File: config.mk
export PLATFORM = sky130hd
export DESIGN_NAME = turfio_cmd_assembler
export DESIGN_NICKNAME = d
export VERILOG_FILES = /design/src/rtl/turfio_cmd_pkg.sv /design/src/rtl/turfio_ce_gap_check.sv /design/src/rtl/turfio_cmd_assembler.sv
export SDC_FILE = /design/constraint.sdc
export NUM_CORES = 1
export LEC_CHECK = 0
export ABC_AREA = 1
export ABC_CLOCK_PERIOD_IN_PS = 1830
export BUFFER_PORTS_ARGS = -buffer_cell sky130_fd_sc_hd__buf_4
export CORE_ASPECT_RATIO = 1.2
export CORE_MARGIN = 8
export CORE_UTILIZATION = 50
export DETAILED_ROUTE_END_ITERATION = 6
export PLACE_DENSITY = 0.71
export SLEW_MARGIN = 20
export SYNTH_ARGS = -nofsm -noshare
export SYNTH_HDL_FRONTEND = slang
export SYNTH_SLANG_ARGS = --single-unit
File: constraint.sdc
create_clock -name aclk_i -period 1.83 [get_ports aclk_i]
set_input_delay 0.0915 -clock aclk_i [delete_from_list [all_inputs] [get_ports aclk_i]]
set_output_delay 0.0915 -clock aclk_i [all_outputs]
set_load 0.005 [all_outputs]
File: src/rtl/turfio_cmd_pkg.sv
// Shared types and constants for the TURFIO command assembler.
// Holds the lock FSM encoding, word geometry and default training word.
package turfio_cmd_pkg;

   localparam int CMD_WIDTH = 32;
   localparam int NIBBLES   = 8;
   localparam logic [CMD_WIDTH-1:0] TRAIN_PATTERN_DEFAULT = 32'hA55A6996;

   typedef enum logic [1:0] {
      ST_DISABLED,
      ST_HUNT,
      ST_LOCKED
   } state_t;

endpackage

File: src/rtl/turfio_ce_gap_check.sv
// Measures aclk cycles between nibble strobes; combinational violation flag on a
// strobe whose gap differs from CE_PERIOD while checking is enabled. No backpressure.
module turfio_ce_gap_check #(
   parameter int CE_PERIOD = 3
) (
   input  logic aclk_i,
   input  logic aresetn_i,
   input  logic ce_i,
   input  logic check_i,
   output logic viol_o
);

   // One spare bit so the saturated value can never alias CE_PERIOD.
   localparam int CW = $clog2(CE_PERIOD + 2) + 1;
   localparam logic [CW-1:0] GAP_MAX = '1;
   localparam logic [CW-1:0] PERIOD  = CW'(CE_PERIOD);

   logic [CW-1:0] gap_cnt;

   // Every strobe restarts the count, so the cycle after a strobe reads 1.
   always_ff @(posedge aclk_i or negedge aresetn_i) begin
      if (!aresetn_i) begin
         gap_cnt <= '0;
      end else if (ce_i) begin
         gap_cnt <= CW'(1);
      end else if (gap_cnt != GAP_MAX) begin
         gap_cnt <= gap_cnt + CW'(1);
      end
   end

   assign viol_o = ce_i & check_i & (gap_cnt != PERIOD);

endmodule

File: src/rtl/turfio_cmd_assembler.sv
// Assembles 32-bit commands from a nibble stream after locking on a training word.
// Outputs registered one cycle after the completing strobe; no backpressure, words are pulsed out.
module turfio_cmd_assembler
   import turfio_cmd_pkg::*;
#(
   parameter logic [CMD_WIDTH-1:0] TRAIN_PATTERN = TRAIN_PATTERN_DEFAULT,
   parameter int                   CE_PERIOD     = 3
) (
   input  logic                 aclk_i,
   input  logic                 aresetn_i,
   input  logic                 en_i,
   input  logic [3:0]           data_i,
   input  logic                 data_ce_i,
   input  logic                 capture_err_i,
   output logic [CMD_WIDTH-1:0] cmd_o,
   output logic                 cmd_valid_o,
   output logic                 locked_o,
   output logic                 ce_err_o,
   output logic [15:0]          err_count_o
);

   localparam int NW = $clog2(NIBBLES);
   localparam logic [NW-1:0] LAST_NIB = NW'(NIBBLES - 1);

   state_t               state;
   logic [CMD_WIDTH-1:0] sr;
   logic [CMD_WIDTH-1:0] sr_next;
   logic [NW-1:0]        nib_cnt;
   logic                 gap_viol;

   assign sr_next = {sr[CMD_WIDTH-5:0], data_i};

   turfio_ce_gap_check #(
      .CE_PERIOD (CE_PERIOD)
   ) u_gap_check (
      .aclk_i    (aclk_i),
      .aresetn_i (aresetn_i),
      .ce_i      (data_ce_i),
      .check_i   (state == ST_LOCKED),
      .viol_o    (gap_viol)
   );

   always_ff @(posedge aclk_i or negedge aresetn_i) begin
      if (!aresetn_i) begin
         state       <= ST_DISABLED;
         sr          <= '0;
         nib_cnt     <= '0;
         cmd_o       <= '0;
         cmd_valid_o <= 1'b0;
         locked_o    <= 1'b0;
         ce_err_o    <= 1'b0;
         err_count_o <= '0;
      end else begin
         cmd_valid_o <= 1'b0;
         ce_err_o    <= 1'b0;
         if (!en_i) begin
            state    <= ST_DISABLED;
            sr       <= '0;
            nib_cnt  <= '0;
            locked_o <= 1'b0;
         end else begin
            case (state)
               ST_DISABLED: state <= ST_HUNT;
               ST_HUNT: begin
                  if (data_ce_i) begin
                     sr <= sr_next;
                     if (sr_next == TRAIN_PATTERN) begin
                        state    <= ST_LOCKED;
                        nib_cnt  <= '0;
                        locked_o <= 1'b1;
                     end
                  end
               end
               ST_LOCKED: begin
                  // Errors take priority over a completing strobe; the partial word is dropped.
                  if (capture_err_i || gap_viol) begin
                     state    <= ST_HUNT;
                     sr       <= '0;
                     nib_cnt  <= '0;
                     locked_o <= 1'b0;
                     ce_err_o <= gap_viol;
                     if (err_count_o != 16'hFFFF) err_count_o <= err_count_o + 16'd1;
                  end else if (data_ce_i) begin
                     sr      <= sr_next;
                     nib_cnt <= nib_cnt + NW'(1);
                     if (nib_cnt == LAST_NIB && sr_next != TRAIN_PATTERN) begin
                        cmd_o       <= sr_next;
                        cmd_valid_o <= 1'b1;
                     end
                  end
               end
               default: state <= ST_DISABLED;
            endcase
         end
      end
   end

endmodule

==> run metrics, run 1 <==
clk root buf=clkbuf_8; Die W=98.2 um; most frequent cell after synthesis=nand2_1; top cell type's share of synthesized area=54.3%; Core ar.=8020 um2; GR Overflow Total=0; row cnt=36; Max Root-Sink Buffers=2; wire length per cell=roughly 13 um; largest net degree at the start of global routing=between 50 and 60; Final period util=92.5%; Worst-Margin Slew=0.454 ns; initial antenna violation count=0; die area=11,300 um2; worst skew pair latency=roughly 0.36 ns; CTS sink cnt=88; placed cell areas=4600 um2; Synth top cells by count=nand2_1 (150), dfrtp_1 (88), o21ai_0 (63); I/O Pins=60; Post-Place Cells=627; Initial Utilization=around half; via count=3,256; CP required=2.07 ns; Max-cap violations=0; status=complete, no violations; Vias/cell=5.04; first-pass GRT wire length=around 15 mm; ys flop type=dfrtp_1; Fin. Hold Viols=0; fraction of registers with async set/reset=100%; Fillers=750; 1st-iter DRT viols=between 100 and 150; Post-CTS Setup Bufs=0; post-DP HPWL=6.12 mm; # H-tree levels=3; post-layout util=about three fifths; Synthesized Nets=496; count of yosys warnings during synthesis=0; Total GRT Usage=16.4%; setup TNS=0 ns; CTS buffer count=9; Final min period=1.69 ns; leakage=around 0.0025 uW; Post-synth EDFFs=0; diodes inserted=0; pwr dens=915 nW/um2; CP Launch Type=flip-flop; final WL=8.46 mm; #FFs+latches synth=88; post-layout net count=560; crit-path max FO=17; Syn-to-layout area delta=19.0%; Pre-antenna DRT Iters=4; I/O Buffers=59; Synth cell types=32; Max Freq=590 MHz; CTS tree=yes; share of layout cells above drive strength 1=17.2%; Syn Area/Cell=about 8.4 um2; fin area=between 4000 and 5000 um2; Setup CP Type=flip-flop to flip-flop; sequential fraction of the synthesis area=54.3%; Slew Viols, Final=0; Rel. slew slack=69.8%; gpl congestion=0.873; RSZ-0062 raised after global routing=no; IR drop worst, VDD=0.000550 V; Worst Path Arrival=between 1.5 and 2 ns; cell count after synthesis=483; Worst Setup End Kind=flip-flop; Setup violations, final=0; Clock Skew=0.00906 ns; area of the mapped netlist=between 4000 and 5000 um2; final cell count without fillers=646; Die H=~110 um; Routed Antenna Nets=0; Synth area leaders=dfrtp_1 (54%), nand2_1 (14%), o21ai_0 (7.8%); area leader, netlist=dfrtp_1; CTS clk-pin slew, worst paths=0.08 ns; DRC viols=0; HP Class=input pin to flip-flop; number of global-route vias before repair=between 3,000 and 4,000
==> logic make-up (layout without fill, tap and decap cells) <==
kind of cell	count (synthesis)	in the layout	share of synthesized area (%)
and+or+nand+nor	243	243	25.4
buffers and inverters	64	132	7.03
xor gates and xnor gates	14	14	3.02
AOI/OAI and AO/OA	70	70	9.00
adders and majority gates	4	4	1.23
DFF	88	88	54.3
==> cell usage in the layout, fill, tap and decap left out, types with 2 or more instances in the layout <==
cell | netlist | layout
nand2_1 | 150 | 150
dfrtp_1 | 88 | 88
o21ai_0 | 63 | 62
buf_4 | 0 | 62
nor2_1 | 58 | 58
inv_1 | 44 | 44
nand3_1 | 13 | 13
clkbuf_8 | 0 | 10
xnor2_1 | 8 | 8
xor2_1 | 6 | 6
nand4_1 | 5 | 5
nor3_1 | 4 | 4
dlygate4sd3_1 | 0 | 4
nand3_2 | 3 | 3
o21ai_1 | 2 | 3
ha_1 | 4 | 3
buf_12 | 0 | 3
inv_2 | 2 | 2
nand2_2 | 2 | 2
nand3_4 | 2 | 2
a21oi_1 | 2 | 2
clkbuf_1 | 2 | 2
==> worst paths after layout <==
kind	endpoint	start	depth (start not counted)	slack, ns
setup / recovery	err_count_o[10]	err_count_o[0]	8	0.14
hold / removal	sr[0]	data_i[0]	3	0.03
setup reg to reg	err_count_o[10]	err_count_o[0]	8	0.14
hold reg to reg	nib_cnt[2]	nib_cnt[2]	2	0.49
max in group asynchronous	nib_cnt[0]	aresetn_i	3	0.93
min in group asynchronous	cmd_o[16]	aresetn_i	2	0.22
==> area by class of cell <==
type / count / area (um2) / area share (%)
Multi-Input combinational cell: 331 / 1570 / 32.6
Timing Repair Buffer: 69 / 566 / 11.7
Inverter: 48 / 183 / 3.78
Clock inverter: 3 / 42.5 / 0.881
Tap cell: 95 / 119 / 2.46
Clock buffer: 12 / 145 / 3.01
Sequential cell: 88 / 2200 / 45.6
==> worst max-delay path, stage by stage, from the launching register on <==
cell	delay [ns]
dfrtp_1	0.44
ha_2	0.25
nand3_2	0.13
nor3_4	0.18
nand3b_2	0.12
nand3_4	0.19
inv_4	0.12
nand2_1	0.07
o21ai_0	0.07
==> routing by layer <==
metal	wire length, um	GRT usage, %
met1	3950	20.9
met2	3820	25.0
met3	464	4.26
met4	229	9.33
met5	0	0
==> where the power goes <==
| group | internal (uW) | switching, uW |
|---|---|---|
| clock | 660 | 657 |
| sequential | 2140 | 162 |
| combinational | 319 | 482 |
==> state kept, by name, summed over array words and instances, names as in the netlist, 2 cells and up <==
| signal | count |
|---|---|
| state | 2 |
| cmd_o | 32 |
| u_gap_check.gap_cnt | 4 |
| nib_cnt | 3 |
| err_count_o | 16 |
| sr | 28 |
==> stage by stage <==
stage,hold slack (ns),setup slack [ns],power [uW]
4_1_cts,0.0127,0.0951,4460
2_1_floorplan,-0.204,0.278,2830
5_1_grt,0.0636,0.00515,4700
3_5_place_dp,0.0775,0.114,3140
3_3_place_gp,0.0751,0.183,3100
6_report,0.0288,0.136,4420
==> repair_timing <==
action / CTS / global route
hold buffers: 4 / 0
gates resized for setup: 0 / 2
endpoints found under the setup margin: 0 / 14
endpoints found under the hold margin: 36 / 0
No activity file was read; power rests on OpenSTA's default activity.
==> inputs of run 2 (changes only) <==
--- a/config.mk
+++ b/config.mk
@@ -16,4 +16,5 @@
 export SLEW_MARGIN = 20
 export SYNTH_ARGS = -nofsm -noshare
 export SYNTH_HDL_FRONTEND = slang
+export SYNTH_HIERARCHICAL = 1
 export SYNTH_SLANG_ARGS = --single-unit
==> run metrics, run 2 <==
status=complete, no violations; RSZ-0062 raised after global routing=yes; via count=3,344; footprint of the multi-input gates=1550 um2; leakage=0.00264 uW; fraction of registers with async set/reset=100%; GR Overflow Total=0; Syn Area/Cell=8.49 um2; max reg flops=32; IR drop worst, VDD=~0.00057 V; Setup CP Type=flip-flop to flip-flop; commonest non-fill, non-tap cells in the layout=nand2_1 (140), dfrtp_1 (88), buf_4 (84), inv_1 (47), o21ai_0 (42); Synth cell types=29; gpl congestion=0.862; final WL=9.54 mm; area of the mapped netlist=about 4000 um2; most frequent cell after synthesis=nand2_1; most common cell after layout, fill and taps aside=nand2_1; post-layout net count=574; largest registers=cmd_o: 32 flops, sr: 28 flops, err_count_o: 16 flops; Slew Viols, Final=0; Max Root-Sink Buffers=2; WL met2=4.71 mm; pwr dens=811 nW/um2; sequential fraction of the synthesis area=55.3%; Worst-Margin Slew=0.572 ns; min-delay src=data_i[1]; Final min period=1.77 ns; Max-cap violations=0; CTS tree=yes; clk root buf=clkbuf_8; Post-synth EDFFs=0; Reg2Reg Launch Point=u_gap_check/gap_cnt[3]; Fillers=671; # H-tree levels=3; Synth top cells by count=nand2_1 (143), dfrtp_1 (88), inv_1 (48); Die W=97.5 um; Routed met1 length=between 4 and 5 mm; row cnt=35; final cell count without fillers=658; CTS buffer count=9; Synthesized Nets=482; #FFs+latches synth=88; reg2reg end=cmd_o[16]; Pre-antenna DRT Iters=4; initial antenna violation count=0; Setup WS pre-CTS=-0.0182 ns; count of yosys warnings during synthesis=6; Vias/cell=5.08; largest net degree at the start of global routing=50; Syn-to-layout area delta=27.6%; Worst Path Arrival=2.05 ns; area leader, netlist=dfrtp_1; Routed Antenna Nets=0; Clock Skew=0.0133 ns; length in cells of the worst reg-to-reg path=9; R2R setup slack=0.06 ns; number of global-route vias before repair=3,295; ys flop type=dfrtp_1; first-pass GRT wire length=15.2 mm; CP required=2.11 ns; Setup violations, final=0; Final period util=96.5%; 1st-iter DRT viols=107; cell count after synthesis=469; Max Freq=between 500 and 600 MHz; Worst Hold Depth=3; worst skew pair latency=0.37 ns; CP Launch Type=flip-flop; Total GRT Usage=16.5%; post-DP HPWL=approximately 6.3 mm; wire length on met3=468 um; WHS Endpoint=sr[1]; Fin. Hold Viols=0; worst setup margin=0.0633 ns; Post-Place Cells=627; Rel. slew slack=61.9%; Die H=between 100 and 150 um; share of layout cells above drive strength 1=23.7%; crit-path max FO=8; Worst Setup End Kind=flip-flop; HP Class=input pin to flip-flop; Top reg by flops=cmd_o; CTS clk-pin slew, worst paths=0.10 ns; top cell type's share of synthesized area=55.3%; Register Area=2200 um2; CTS sink cnt=around 90; Synth area leaders=dfrtp_1 (55%), nand2_1 (13%), o21ai_0 (5.7%); die area=11,100 um2; I/O Pins=60; I/O Buffers=59; Initial Utilization=51.7%; top routing layer used=met4; wire length per cell=roughly 14 um; diodes inserted=0; DRC viols=0; Core ar.=around 7700 um2
==> run 2: changes by cell type after synthesis, sizes merged, moves of 2 or more <==
| cell | change |
|---|---|
| a21oi | +23 |
| nor2 | -20 |
| o21ai | -10 |
| buf | -5 |
| nand2 | -5 |
| nand3 | -5 |
| clkbuf | +4 |
| inv | +4 |
| nor3 | -3 |
| a211oi | +2 |
==> run 2: area by class of cell <==
class                   count  area share (%)
inverters                  51            3.87
multi-input cells         315            30.5
clock buffers               9            2.44
flip-flops and latches     88            43.3
clock inverters             7            1.21
well taps                  92            2.27
repair buffers             96            16.3
==> run 2: how the worst max path moves through the flow <==
stage                                      start         to  slack, ns  cells past startpoint
after global placement    u_gap_check/gap_cnt[1]   cmd_o[5]       0.06                     10
after CTS                 u_gap_check/gap_cnt[3]  cmd_o[29]     0.0002                     11
final                     u_gap_check/gap_cnt[3]  cmd_o[16]       0.06                      9
after floorplan           u_gap_check/gap_cnt[0]  cmd_o[17]       0.01                     11
after global routing      u_gap_check/gap_cnt[3]  cmd_o[26]      -0.01                     10
after detailed placement  u_gap_check/gap_cnt[1]   cmd_o[7]      -0.02                     10
==> run 2: timing repair <==
action | in CTS | in global routing
pin swaps | 1 | 4
gates cloned | 0 | 4
setup buffers | 2 | 6
hold buffers | 3 | 0
endpoints found under the hold margin | 44 | 0
gates resized for setup | 2 | 20
endpoints found under the setup margin | 17 | 47
==> run 2: layer usage <==
layer / vias to the layer above / global-route usage (%)
met5: - / 0
met4: 0 / 8.10
met3: 15 / 4.29
met2: 68 / 27.1
met1: 1589 / 19.7
li1: 1672 / -
==> run 2: kinds of logic after synthesis <==
family | after synthesis | synth area share (%)
DFF | 88 | 55.3
adders and majority gates | 4 | 1.26
and+or+nand+nor | 212 | 22.1
AOI/OAI and AO/OA | 85 | 11.3
buffers and inverters | 66 | 6.98
xor gates and xnor gates | 14 | 3.08
==> run 2: power by group <==
part | switching, uW | total (uW) | internal, uW
clock | 750 | 1270 | 524
sequential | 99.4 | 2180 | 2080
combinational | 403 | 665 | 262
==> run 2: worst max-delay path, stage by stage, from the launching register on <==
cell	delay, ns
dfrtp_1	0.43
nor2_1	0.14
a21oi_2	0.07
or2_4	0.25
nor2_4	0.10
inv_2	0.08
nor2_4	0.14
nand2_8	0.12
clkbuf_16	0.19
o21ai_0	0.16
==> run 2: through the flow <==
step,setup TNS (ns),util (%),total power [uW],cell area [um2],hold WS (ns)
3_3_place_gp,0,60.3,2820,4650,0.127
6_report,0,65.9,4120,5080,0.00241
2_1_floorplan,0,-,2570,3980,-0.204
5_1_grt,-0.0712,65.9,4350,5080,0.0133
3_5_place_dp,-0.0530,60.3,2840,4650,0.128
4_1_cts,0,63.3,4130,4880,0.000439
